<file path="config.mk">
export PLATFORM = sky130hd
export DESIGN_NAME = memory_arbiter
export DESIGN_NICKNAME = d
export VERILOG_FILES = /design/src/rtl/memory_arbiter.sv
export SDC_FILE = /design/constraint.sdc
export NUM_CORES = 1
export LEC_CHECK = 0
export BUFFER_PORTS_ARGS = -buffer_cell sky130_fd_sc_hd__buf_2
export CORE_AREA = 2 2 260 262
export CTS_BUF_LIST = sky130_fd_sc_hd__clkbuf_4 sky130_fd_sc_hd__clkbuf_8
export CTS_CLUSTER_SIZE = 28
export DETAILED_ROUTE_END_ITERATION = 8
export DIE_AREA = 0 0 262 264
export HOLD_SLACK_MARGIN = 0.1
export PLACE_DENSITY = 0.41
export SKIP_CTS_REPAIR_TIMING = 1
export SLEW_MARGIN = 20
export SYNTH_ARGS = -nofsm -noshare
export SYNTH_HDL_FRONTEND = slang
export SYNTH_SLANG_ARGS = --single-unit
</file>
<file path="constraint.sdc">
create_clock -name CLK -period 1.8 [get_ports CLK]
set_input_delay 0.45 -clock CLK [delete_from_list [all_inputs] [get_ports CLK]]
set_output_delay 0.45 -clock CLK [all_outputs]
set_load 0.03 [all_outputs]
</file>
<file path="src/rtl/memory_arbiter.sv">
// Two-client block arbiter: instruction-cache reads and data-cache reads/write-backs
// share one main-memory port. Ties are resolved round-robin against the last grant.
module memory_arbiter #(
    parameter int unsigned ADDR_WIDTH  = 6,
    parameter int unsigned BLOCK_WIDTH = 128
) (
    input  logic                   CLK,
    input  logic                   RESET,
    input  logic                   I_READ,
    input  logic [ADDR_WIDTH-1:0]  I_ADDRESS,
    output logic [BLOCK_WIDTH-1:0] I_READDATA,
    output logic                   I_BUSYWAIT,
    input  logic                   D_READ,
    input  logic                   D_WRITE,
    input  logic [ADDR_WIDTH-1:0]  D_ADDRESS,
    input  logic [BLOCK_WIDTH-1:0] D_WRITEDATA,
    output logic [BLOCK_WIDTH-1:0] D_READDATA,
    output logic                   D_BUSYWAIT,
    output logic                   MEM_READ,
    output logic                   MEM_WRITE,
    output logic [ADDR_WIDTH-1:0]  MEM_ADDRESS,
    output logic [BLOCK_WIDTH-1:0] MEM_WRITEDATA,
    input  logic [BLOCK_WIDTH-1:0] MEM_READDATA,
    input  logic                   MEM_BUSYWAIT
);

    typedef enum logic [1:0] {StIdle, StIssue, StWait, StDone} state_e;

    localparam logic GrantI = 1'b0;
    localparam logic GrantD = 1'b1;

    state_e                 state_q, state_d;
    logic                   grant_q, grant_d;
    logic                   last_grant_q, last_grant_d;
    logic                   mem_read_d, mem_write_d;
    logic [ADDR_WIDTH-1:0]  mem_address_d;
    logic [BLOCK_WIDTH-1:0] mem_writedata_d;
    logic [BLOCK_WIDTH-1:0] i_readdata_d, d_readdata_d;
    logic                   i_req, d_req;

    assign i_req = I_READ;
    assign d_req = D_READ | D_WRITE;

    // Next-state, grant decision and datapath updates; everything holds by default.
    always_comb begin
        state_d         = state_q;
        grant_d         = grant_q;
        last_grant_d    = last_grant_q;
        mem_read_d      = MEM_READ;
        mem_write_d     = MEM_WRITE;
        mem_address_d   = MEM_ADDRESS;
        mem_writedata_d = MEM_WRITEDATA;
        i_readdata_d    = I_READDATA;
        d_readdata_d    = D_READDATA;
        unique case (state_q)
            StIdle: begin
                mem_read_d  = 1'b0;
                mem_write_d = 1'b0;
                if (i_req || d_req) begin
                    if (i_req && d_req) begin
                        grant_d = (last_grant_q == GrantI) ? GrantD : GrantI;
                    end else begin
                        grant_d = d_req ? GrantD : GrantI;
                    end
                    last_grant_d = grant_d;
                    state_d      = StIssue;
                    if (grant_d == GrantD) begin
                        mem_address_d = D_ADDRESS;
                        // A simultaneous read+write request is a write-back.
                        if (D_WRITE) begin
                            mem_write_d     = 1'b1;
                            mem_writedata_d = D_WRITEDATA;
                        end else begin
                            mem_read_d = 1'b1;
                        end
                    end else begin
                        mem_address_d = I_ADDRESS;
                        mem_read_d    = 1'b1;
                    end
                end
            end
            // Memory busywait is not yet meaningful in the first strobe cycle.
            StIssue: state_d = StWait;
            StWait: begin
                if (!MEM_BUSYWAIT) begin
                    if (MEM_READ) begin
                        if (grant_q == GrantD) begin
                            d_readdata_d = MEM_READDATA;
                        end else begin
                            i_readdata_d = MEM_READDATA;
                        end
                    end
                    mem_read_d  = 1'b0;
                    mem_write_d = 1'b0;
                    state_d     = StDone;
                end
            end
            StDone: begin
                mem_read_d  = 1'b0;
                mem_write_d = 1'b0;
                state_d     = StIdle;
            end
            default: state_d = StIdle;
        endcase
    end

    // State register.
    always_ff @(posedge CLK) begin
        if (RESET) begin
            state_q <= StIdle;
        end else begin
            state_q <= state_d;
        end
    end

    // Grant bookkeeping and registered memory/cache-side outputs.
    always_ff @(posedge CLK) begin
        if (RESET) begin
            grant_q       <= GrantI;
            last_grant_q  <= GrantI;
            MEM_READ      <= 1'b0;
            MEM_WRITE     <= 1'b0;
            MEM_ADDRESS   <= '0;
            MEM_WRITEDATA <= '0;
            I_READDATA    <= '0;
            D_READDATA    <= '0;
        end else begin
            grant_q       <= grant_d;
            last_grant_q  <= last_grant_d;
            MEM_READ      <= mem_read_d;
            MEM_WRITE     <= mem_write_d;
            MEM_ADDRESS   <= mem_address_d;
            MEM_WRITEDATA <= mem_writedata_d;
            I_READDATA    <= i_readdata_d;
            D_READDATA    <= d_readdata_d;
        end
    end

    assign I_BUSYWAIT = i_req & ~((state_q == StDone) && (grant_q == GrantI));
    assign D_BUSYWAIT = d_req & ~((state_q == StDone) && (grant_q == GrantD));

endmodule

</file>
==> results of run 1 <==
## sequential cells by signal, summed over array words and instances (netlist names)
| name | cells |
|---|---|
| MEM_READ | 1 |
| D_READDATA | 128 |
| last_grant_q | 1 |
| MEM_WRITE | 1 |
| MEM_ADDRESS | 6 |
| I_READDATA | 128 |
| state_q | 2 |
| MEM_WRITEDATA | 128 |
## cell usage after synthesis (all sizes together) (2+ instances only)
master   count
nand2      515
dfxtp      395
a21oi      390
nand3      130
o21ai      128
buf        102
clkbuf      58
nor2        10
a211oi       7
mux2i        6
ha           5
inv          4
a21boi       2
a21o         2
a2bb2oi      2
## metrics by stage
stage | instance area [um2] | setup slack [ns] | TNS [ns]
after floorplan | 14400 | 0.0910 | 0
after global placement | 19000 | 0.121 | 0
after detailed placement | 19000 | 0.115 | 0
after CTS | 20500 | -0.487 | -1.26
after global routing | 23100 | -0.246 | -0.472
final | 23100 | -0.148 | -0.276
## area by class of cell
type / instances / area (um2) / area share
clock buffer: 119 / 1440 / 0.0624
antenna: 2 / 5.00 / 0.000216
sequential: 395 / 7920 / 0.342
inverter: 4 / 16.3 / 0.000703
tap: 873 / 1090 / 0.0472
multi-input combinational: 1205 / 5630 / 0.243
clock inverter: 7 / 81.3 / 0.00351
timing repair buffer: 1006 / 6950 / 0.300
## logic make-up after synthesis
| logic type | Yosys count | share of synthesized area |
|---|---|---|
| and+or+nand+nor | 660 | 0.186 |
| AOI/OAI and AO/OA | 534 | 0.191 |
| DFF | 395 | 0.550 |
| buffers and inverters | 164 | 0.0639 |
| muxes | 6 | 0.00418 |
| adders and majority gates | 5 | 0.00435 |
## power by group through the flow
stage | clock network [mW] | logic [mW] | registers, mW
after floorplan | 0 | 2.68 | 11.2
after global placement | 0 | 6.39 | 9.96
after detailed placement | 0 | 6.42 | 9.98
after CTS | 9.44 | 6.43 | 9.80
after global routing | 9.82 | 7.44 | 9.91
final | 9.09 | 6.90 | 9.83
## path summary, 6_finish.rpt
path | start | endpoint | slack [ns] | cells past startpoint
setup / recovery | state_q[0]$_SDFFE_PP0P_ | I_BUSYWAIT | -0.15 | 4
hold / removal | D_WRITEDATA[99] | MEM_WRITEDATA[99]$_SDFFE_PP0P_ | 0.14 | 3
setup reg to reg | state_q[1]$_SDFFE_PP0P_ | MEM_WRITEDATA[92]$_SDFFE_PP0P_ | 0.14 | 5
hold reg to reg | I_READDATA[63]$_SDFFE_PP0P_ | I_READDATA[63]$_SDFFE_PP0P_ | 0.45 | 2
## worst max-delay path: stages, from the launching register on
cell and delay, ns:
dfxtp_2 0.32, buf_6 0.11, ha_4 0.18, a21boi_2 0.14
buf_6 0.15
## layer usage
layer  vias to the layer above  part of all wire
met5                         -           0.00060
met4                         6             0.027
met3                       105             0.072
met2                       531              0.49
met1                      7357              0.41
li1                       7750                 -
==> flow_summary.ini, run 1 <==
[finish]
drive_gt1_frac = 0.327
mostFrequentLayoutCells = buf_2, nand2_1, dfxtp_1
layout_commonest_cell = buf_2
area.growth.synth_to_final_pct = 61.0
fill_cells = 7147
final_util = 0.348
num-nets-final = 2966
stdcell_count = 3611

[synth]
synth_top_area_cell = dfxtp_1
async_flop_share = 0
synth_cells = 1764
synth-seq-area-share = 0.550
synth_edf_count = 0
syn_area_per_cell_um2 = 8.15
ys_types = 32
netlist_top_cells_area = dfxtp_1, a21oi_1, nand2_1, nand3_1, o21ai_0
syn_nets = 2043
ys.flop_type = dfxtp_1
netlist.area_leader.share = 0.550
synth-seq-cells = 395
ys_warn_count = 0
synth_area_um2 = 14400

[grt]
use_met2 = 0.280
grt_max_degree = 112
grt_use_total = 0.165
grt_pass1_vias = 14500
met3_usage = 0.0534
busiest_layer = met2
use_met1 = 0.191
overflow = 0
grt_pass1_wl_um = 88300
antenna_found_initial = 5

[floorplan]
start_util = 0.216
die_h_um = 264
ioPinCount = 668
die_w_um = 262
num_rows = 95
die_area_um2 = 69200
core_um2 = 66600

[detailed_routing]
viasPerCell = 4.36
ant_nets = 0
drtPass1Iterations = 5
dr.first_iter.drc_count = 758
dr_total_vias = 15700
drc = 0
routed_wl_um = 61400
wire_per_inst_um = 17.0

[power_and_ir_drop]
pwr-share-clk = 0.352
p_int_mw = 17.0
p_seq_frac = 0.381
sw_frac_of_total = 0.343
power_frac_comb = 0.267
ir_drop_uv = 891
p_sw_mw = 8.85
leakage_nw = 9.95
power_mw = 25.8
cellPowerDensity_nw_per_um2 = 1120

[clocking]
cts_made_buffers = 75
clock_latency_ns = 0.64
cts_sinks = 395
cts_tree = yes
path_clk_slew_ns = 0.05
ctsHtreeMaxLevel = 3
cts_root_buf = clkbuf_8
max-clock-path-buffers = 3

[placement]
place_hpwl_um = 44000
port_buffers = 667
dp_cells = 3227
place.gp.congestion = 0.862

[sta]
fin_crit_ns = 1.95
worst-slew-pin-transition_ns = 0.658
hold_viol_final = 0
skew_ns = 0.0428
drv_slew = 0
max_freq_mhz = 513
slew-limit-headroom = 0.561
rsz0062_at_grt = true
finalCritPeriodShare = 1.08
finalSetupViolCount = 2
setup_ws_ns = -0.148
fin_hold_ws_ns = 0.140

[worst_setup_path]
endpoint_kind = output port
worstSetupStartpointType = flip-flop
cp.arrival_ns = 1.50
critPathMaxFanout = 3
required_ns = 1.35
crit_type = flip-flop to output port

[run_status]
status = finished with violations
violations = negative setup slack

[hold_path]
hold_path_class = input port to flip-flop

[run]
cap_violations = 0
(Power assumes the default switching activity.)
==> inputs of run 2 (changes only) <==
Settings changed: BUFFER_PORTS_ARGS -buffer_cell sky130_fd_sc_hd__buf_2 to -buffer_cell sky130_fd_sc_hd__buf_4.
==> flow_summary.ini, run 2 (synthesis results as in run 1) <==
[run_status]
status = finished with violations
violations = negative setup slack

[sta]
max_freq_mhz = 500
slew-limit-headroom = 0.691
hold_viol_final = 0
skew_ns = 0.0261
finalSetupViolCount = 2
rsz0062_at_grt = true
setup_ws_ns = -0.202
finalCritPeriodShare = 1.11
fin_hold_ws_ns = 0.173
drv_slew = 0
worst-slew-pin-transition_ns = 0.463
fin_crit_ns = 2.00

[detailed_routing]
dr.first_iter.drc_count = 883
dr_total_vias = 15800
drc = 0
routed_wl_um = 65300
viasPerCell = 4.37
ant_nets = 0
drtPass1Iterations = 5
wire_per_inst_um = 18.0

[placement]
place.gp.congestion = 0.834
place_hpwl_um = 46400
port_buffers = 667

[finish]
mostFrequentLayoutCells = buf_4, nand2_1, dfxtp_1
fill_cells = 6943
area.growth.synth_to_final_pct = 74.7
reg.largest.list = D_READDATA: 128 flops, I_READDATA: 128 flops, MEM_WRITEDATA: 128 flops
layout_commonest_cell = buf_4
seq_area_um2 = 7910
multi_input_area_um2 = 5630
drive_gt1_frac = 0.329
num-nets-final = 2965

[clocking]
cts_sinks = 395
max-clock-path-buffers = 3
clock_latency_ns = 0.65
cts_tree = yes
ctsHtreeMaxLevel = 3
cts_root_buf = clkbuf_8
cts_made_buffers = 77
path_clk_slew_ns = 0.05

[grt]
grt_max_degree = 80
overflow = 0
antenna_found_initial = 3
met3_usage = 0.0584
grt_pass1_wl_um = 92400
use_met2 = 0.295
grt_pass1_vias = 14400
busiest_layer = met2
use_met1 = 0.203
grt_use_total = 0.175

[worst_setup_path]
endpoint_kind = output port
cp_cell_sequence = buf_6 > ha_4 > a21boi_2 > buf_6
path_common_cell = buf_6
reg2reg_from = state_q[0]$_SDFFE_PP0P_
critical_path.top_delay_family = flip-flops
crit_type = flip-flop to output port
cpPeakStageDelay_ns = 0.32
worstSetupStartpointType = flip-flop
cp.arrival_ns = 1.55
reg2reg_to = D_READDATA[7]$_SDFFE_PP0P_
rrSetupSlack_ns = 0.05
critPathMaxFanout = 3
crit_buf_inv = 2
reg2reg_depth = 9
cpMaxStageDelayCell = dfxtp_2
required_ns = 1.35

[hold_path]
min_path_cells = 3
hp-start = D_ADDRESS[0]
hold_path_class = input port to flip-flop
holdPathEnd = MEM_ADDRESS[0]$_SDFFE_PP0P_

[floorplan]
core_um2 = 66600
die_w_um = 262
start_util = 0.216
die_area_um2 = 69200
ioPinCount = 668
num_rows = 95
die_h_um = 264

[power_and_ir_drop]
power_mw = 27.3
leakage_nw = 10.3
ir_drop_uv = 716
cellPowerDensity_nw_per_um2 = 1090

[run]
cap_violations = 0
[run 2: area by class of cell]
type	instances	share of cell area
repair buffers	1003	0.348
clock inverters	13	0.00678
inverters	4	0.000648
clock buffers	127	0.0621
diodes	1	0.0000997
well taps	873	0.0435
multi-input cells	1205	0.224
flip-flops and latches	395	0.315
[run 2: metal layers]
layer | vias up | routed length (um)
li1 | 7776 | -
met1 | 7377 | 26400
met2 | 558 | 32100
met3 | 93 | 5040
met4 | 2 | 1700
met5 | - | 17
[run 2: how the worst max path moves through the flow]
stage,startpoint,to,slack [ns],cells after the start
after floorplan,state_q[0]$_SDFFE_PP0P_,I_BUSYWAIT,0.09,2
after global placement,MEM_BUSYWAIT,D_READDATA[49]$_SDFFE_PP0P_,0.12,6
after detailed placement,state_q[0]$_SDFFE_PP0P_,D_READDATA[28]$_SDFFE_PP0P_,0.09,7
after CTS,state_q[0]$_SDFFE_PP0P_,I_BUSYWAIT,-0.59,4
after global routing,state_q[0]$_SDFFE_PP0P_,I_BUSYWAIT,-0.30,4
final,state_q[0]$_SDFFE_PP0P_,I_BUSYWAIT,-0.20,4
[run 2: per-stage QoR]
step                TNS (ns)  instance area [um2]  worst slack (ns)  std cells  utilization
floorplan                  0                14400            0.0910       1764            -
finish                -0.393                25100            -0.202       3621        0.377
global route          -0.901                25100            -0.303       3621        0.377
global placement           0                20700             0.116       3218        0.311
CTS                    -1.25                22400            -0.594       3358        0.337
detailed placement         0                20700            0.0878       3218        0.311
[run 2: where the power goes]
group / internal (mW) / total (mW) / switching (mW) / leakage, nW
registers: 9.45 / 9.82 / 0.374 / 3.20
logic: 2.82 / 7.53 / 4.72 / 6.19
clock network: 5.81 / 9.93 / 4.13 / 0.916
total: 18.1 / 27.3 / 9.22 / 10.3
[run 2: worst reg2reg max path, stage by stage, from the launching register on]
cell and delay (ns):
dfxtp_2 0.32, inv_1 0.12, ha_4 0.19, buf_4 0.14
nand4b_1 0.19, buf_4 0.23, clkbuf_16 0.16, buf_4 0.16
nand2_1 0.06, a21oi_1 0.06
==> inputs of run 3 (changes only) <==
Settings changed: MAX_ROUTING_LAYER set to met4.
==> flow_summary.ini, run 3 (synthesis results as in run 1) <==
[power_and_ir_drop]
power_mw = 27.3
p_sw_mw = 9.24
leakage_nw = 10.3
sw_frac_of_total = 0.338
ir_drop_uv = 712
p_seq_frac = 0.360
p_int_mw = 18.1
power_frac_comb = 0.276
pwr-share-clk = 0.364
cellPowerDensity_nw_per_um2 = 1090

[detailed_routing]
drc = 0
routed_wl_um = 65800
dr_total_vias = 15900
drtPass1Iterations = 7
wire_per_inst_um = 18.1
dr.first_iter.drc_count = 845
viasPerCell = 4.39
ant_nets = 0

[grt]
grt_max_degree = 80
overflow = 0
grt_pass1_wl_um = 92500
antenna_found_initial = 3
grt_pass1_vias = 14400
grt_use_total = 0.181

[worst_setup_path]
worstSetupStartpointType = flip-flop
reg2reg_to = D_READDATA[7]$_SDFFE_PP0P_
endpoint_kind = output port
critPathMaxFanout = 3
cp_cell_sequence = buf_6 > ha_4 > a21boi_2 > buf_6
cpPeakStageDelay_ns = 0.32
crit_start = state_q[0]$_SDFFE_PP0P_
reg2reg_from = state_q[0]$_SDFFE_PP0P_
cpMaxStageDelayCell = dfxtp_2
endpoint = I_BUSYWAIT
crit_type = flip-flop to output port
required_ns = 1.35
reg2reg_depth = 9
rrSetupSlack_ns = 0.04
cp.arrival_ns = 1.57
path_common_cell = buf_6

[finish]
reg.largest.list = D_READDATA: 128 flops, I_READDATA: 128 flops, MEM_WRITEDATA: 128 flops
mostFrequentLayoutCells = buf_4, nand2_1, dfxtp_1
num-nets-final = 2968
drive_gt1_frac = 0.330
layout_commonest_cell = buf_4
area.growth.synth_to_final_pct = 75.1
final_util = 0.378

[sta]
finalCritPeriodShare = 1.12
max_freq_mhz = 496
setup_ws_ns = -0.216
hold_viol_final = 0
skew_ns = 0.0340
fin_crit_ns = 2.02
worst-slew-pin-transition_ns = 0.473
rsz0062_at_grt = true
drv_slew = 0
finalSetupViolCount = 2
slew-limit-headroom = 0.685

[placement]
place.gp.congestion = 0.847
port_buffers = 667
place_hpwl_um = 46400

[run_status]
violations = negative setup slack
status = finished with violations

[clocking]
cts_tree = yes
cts_made_buffers = 77
clock_latency_ns = 0.66
ctsHtreeMaxLevel = 3
path_clk_slew_ns = 0.06
cts_root_buf = clkbuf_8
max-clock-path-buffers = 3
cts_sinks = 395

[run]
cap_violations = 0

[floorplan]
num_rows = 95
die_w_um = 262
die_h_um = 264
die_area_um2 = 69200
start_util = 0.216
core_um2 = 66600
ioPinCount = 668

[hold_path]
hold_path_class = input port to flip-flop
## run 3: cell types whose count changed in the layout (fill, tap and decap cells not counted), sizes merged
| cell | delta |
|---|---|
| diode | +1 |
| clkbuf | +1 |
| buf | +2 |
## run 3: area by class of cell
type / instances / area [um2]
clock inverter: 13 / 170
fill: 6938 / 41400
inverter: 4 / 16.3
sequential: 395 / 7910
tap: 873 / 1090
clock buffer: 127 / 1560
antenna: 2 / 5.00
multi-input combinational: 1205 / 5630
timing repair buffer: 1006 / 8780
## run 3: worst min-delay path by stage
stage	end	slack, ns	from	cells past startpoint
4_1_cts	I_READDATA[67]$_SDFFE_PP0P_	-0.04	MEM_READDATA[67]	3
3_3_place_gp	I_READDATA[67]$_SDFFE_PP0P_	0.44	I_READDATA[67]$_SDFFE_PP0P_	2
5_1_grt	MEM_ADDRESS[0]$_SDFFE_PP0P_	0.12	D_ADDRESS[0]	3
2_1_floorplan	state_q[0]$_SDFFE_PP0P_	0.53	state_q[0]$_SDFFE_PP0P_	2
3_5_place_dp	I_READDATA[18]$_SDFFE_PP0P_	0.45	I_READDATA[18]$_SDFFE_PP0P_	2
6_report	MEM_ADDRESS[0]$_SDFFE_PP0P_	0.17	D_ADDRESS[0]	3
## run 3: metal layers
metal	wire length (um)	GRT usage
met5	0	-
met4	1690	0.0739
met3	4840	0.0534
met2	32300	0.294
met1	27000	0.207
## run 3: power by group through the flow
stage,sequential (mW),combinational [mW],clock (mW)
floorplan,11.2,2.68,0
global placement,9.95,7.04,0
detailed placement,9.98,7.03,0
CTS,9.81,7.06,10.3
global route,9.91,8.06,10.7
finish,9.82,7.54,9.96
## run 3: through the flow
stage	cells	hold WS [ns]	area (um2)	setup slack (ns)	setup TNS, ns
detailed placement	3218	0.447	20700	0.0878	0
floorplan	1764	0.526	14400	0.0910	0
finish	3625	0.171	25200	-0.216	-0.411
global route	3625	0.116	25200	-0.304	-0.988
CTS	3358	-0.0403	22400	-0.594	-1.25
global placement	3218	0.443	20700	0.116	0
## run 3: critical path: cells and delay by family, from the launching register on
kind / cells / cell delay (ns)
buf+inv: 2 / 0.27
fa+ha+maj: 1 / 0.18
compound gates: 1 / 0.16
flops: 1 / 0.32
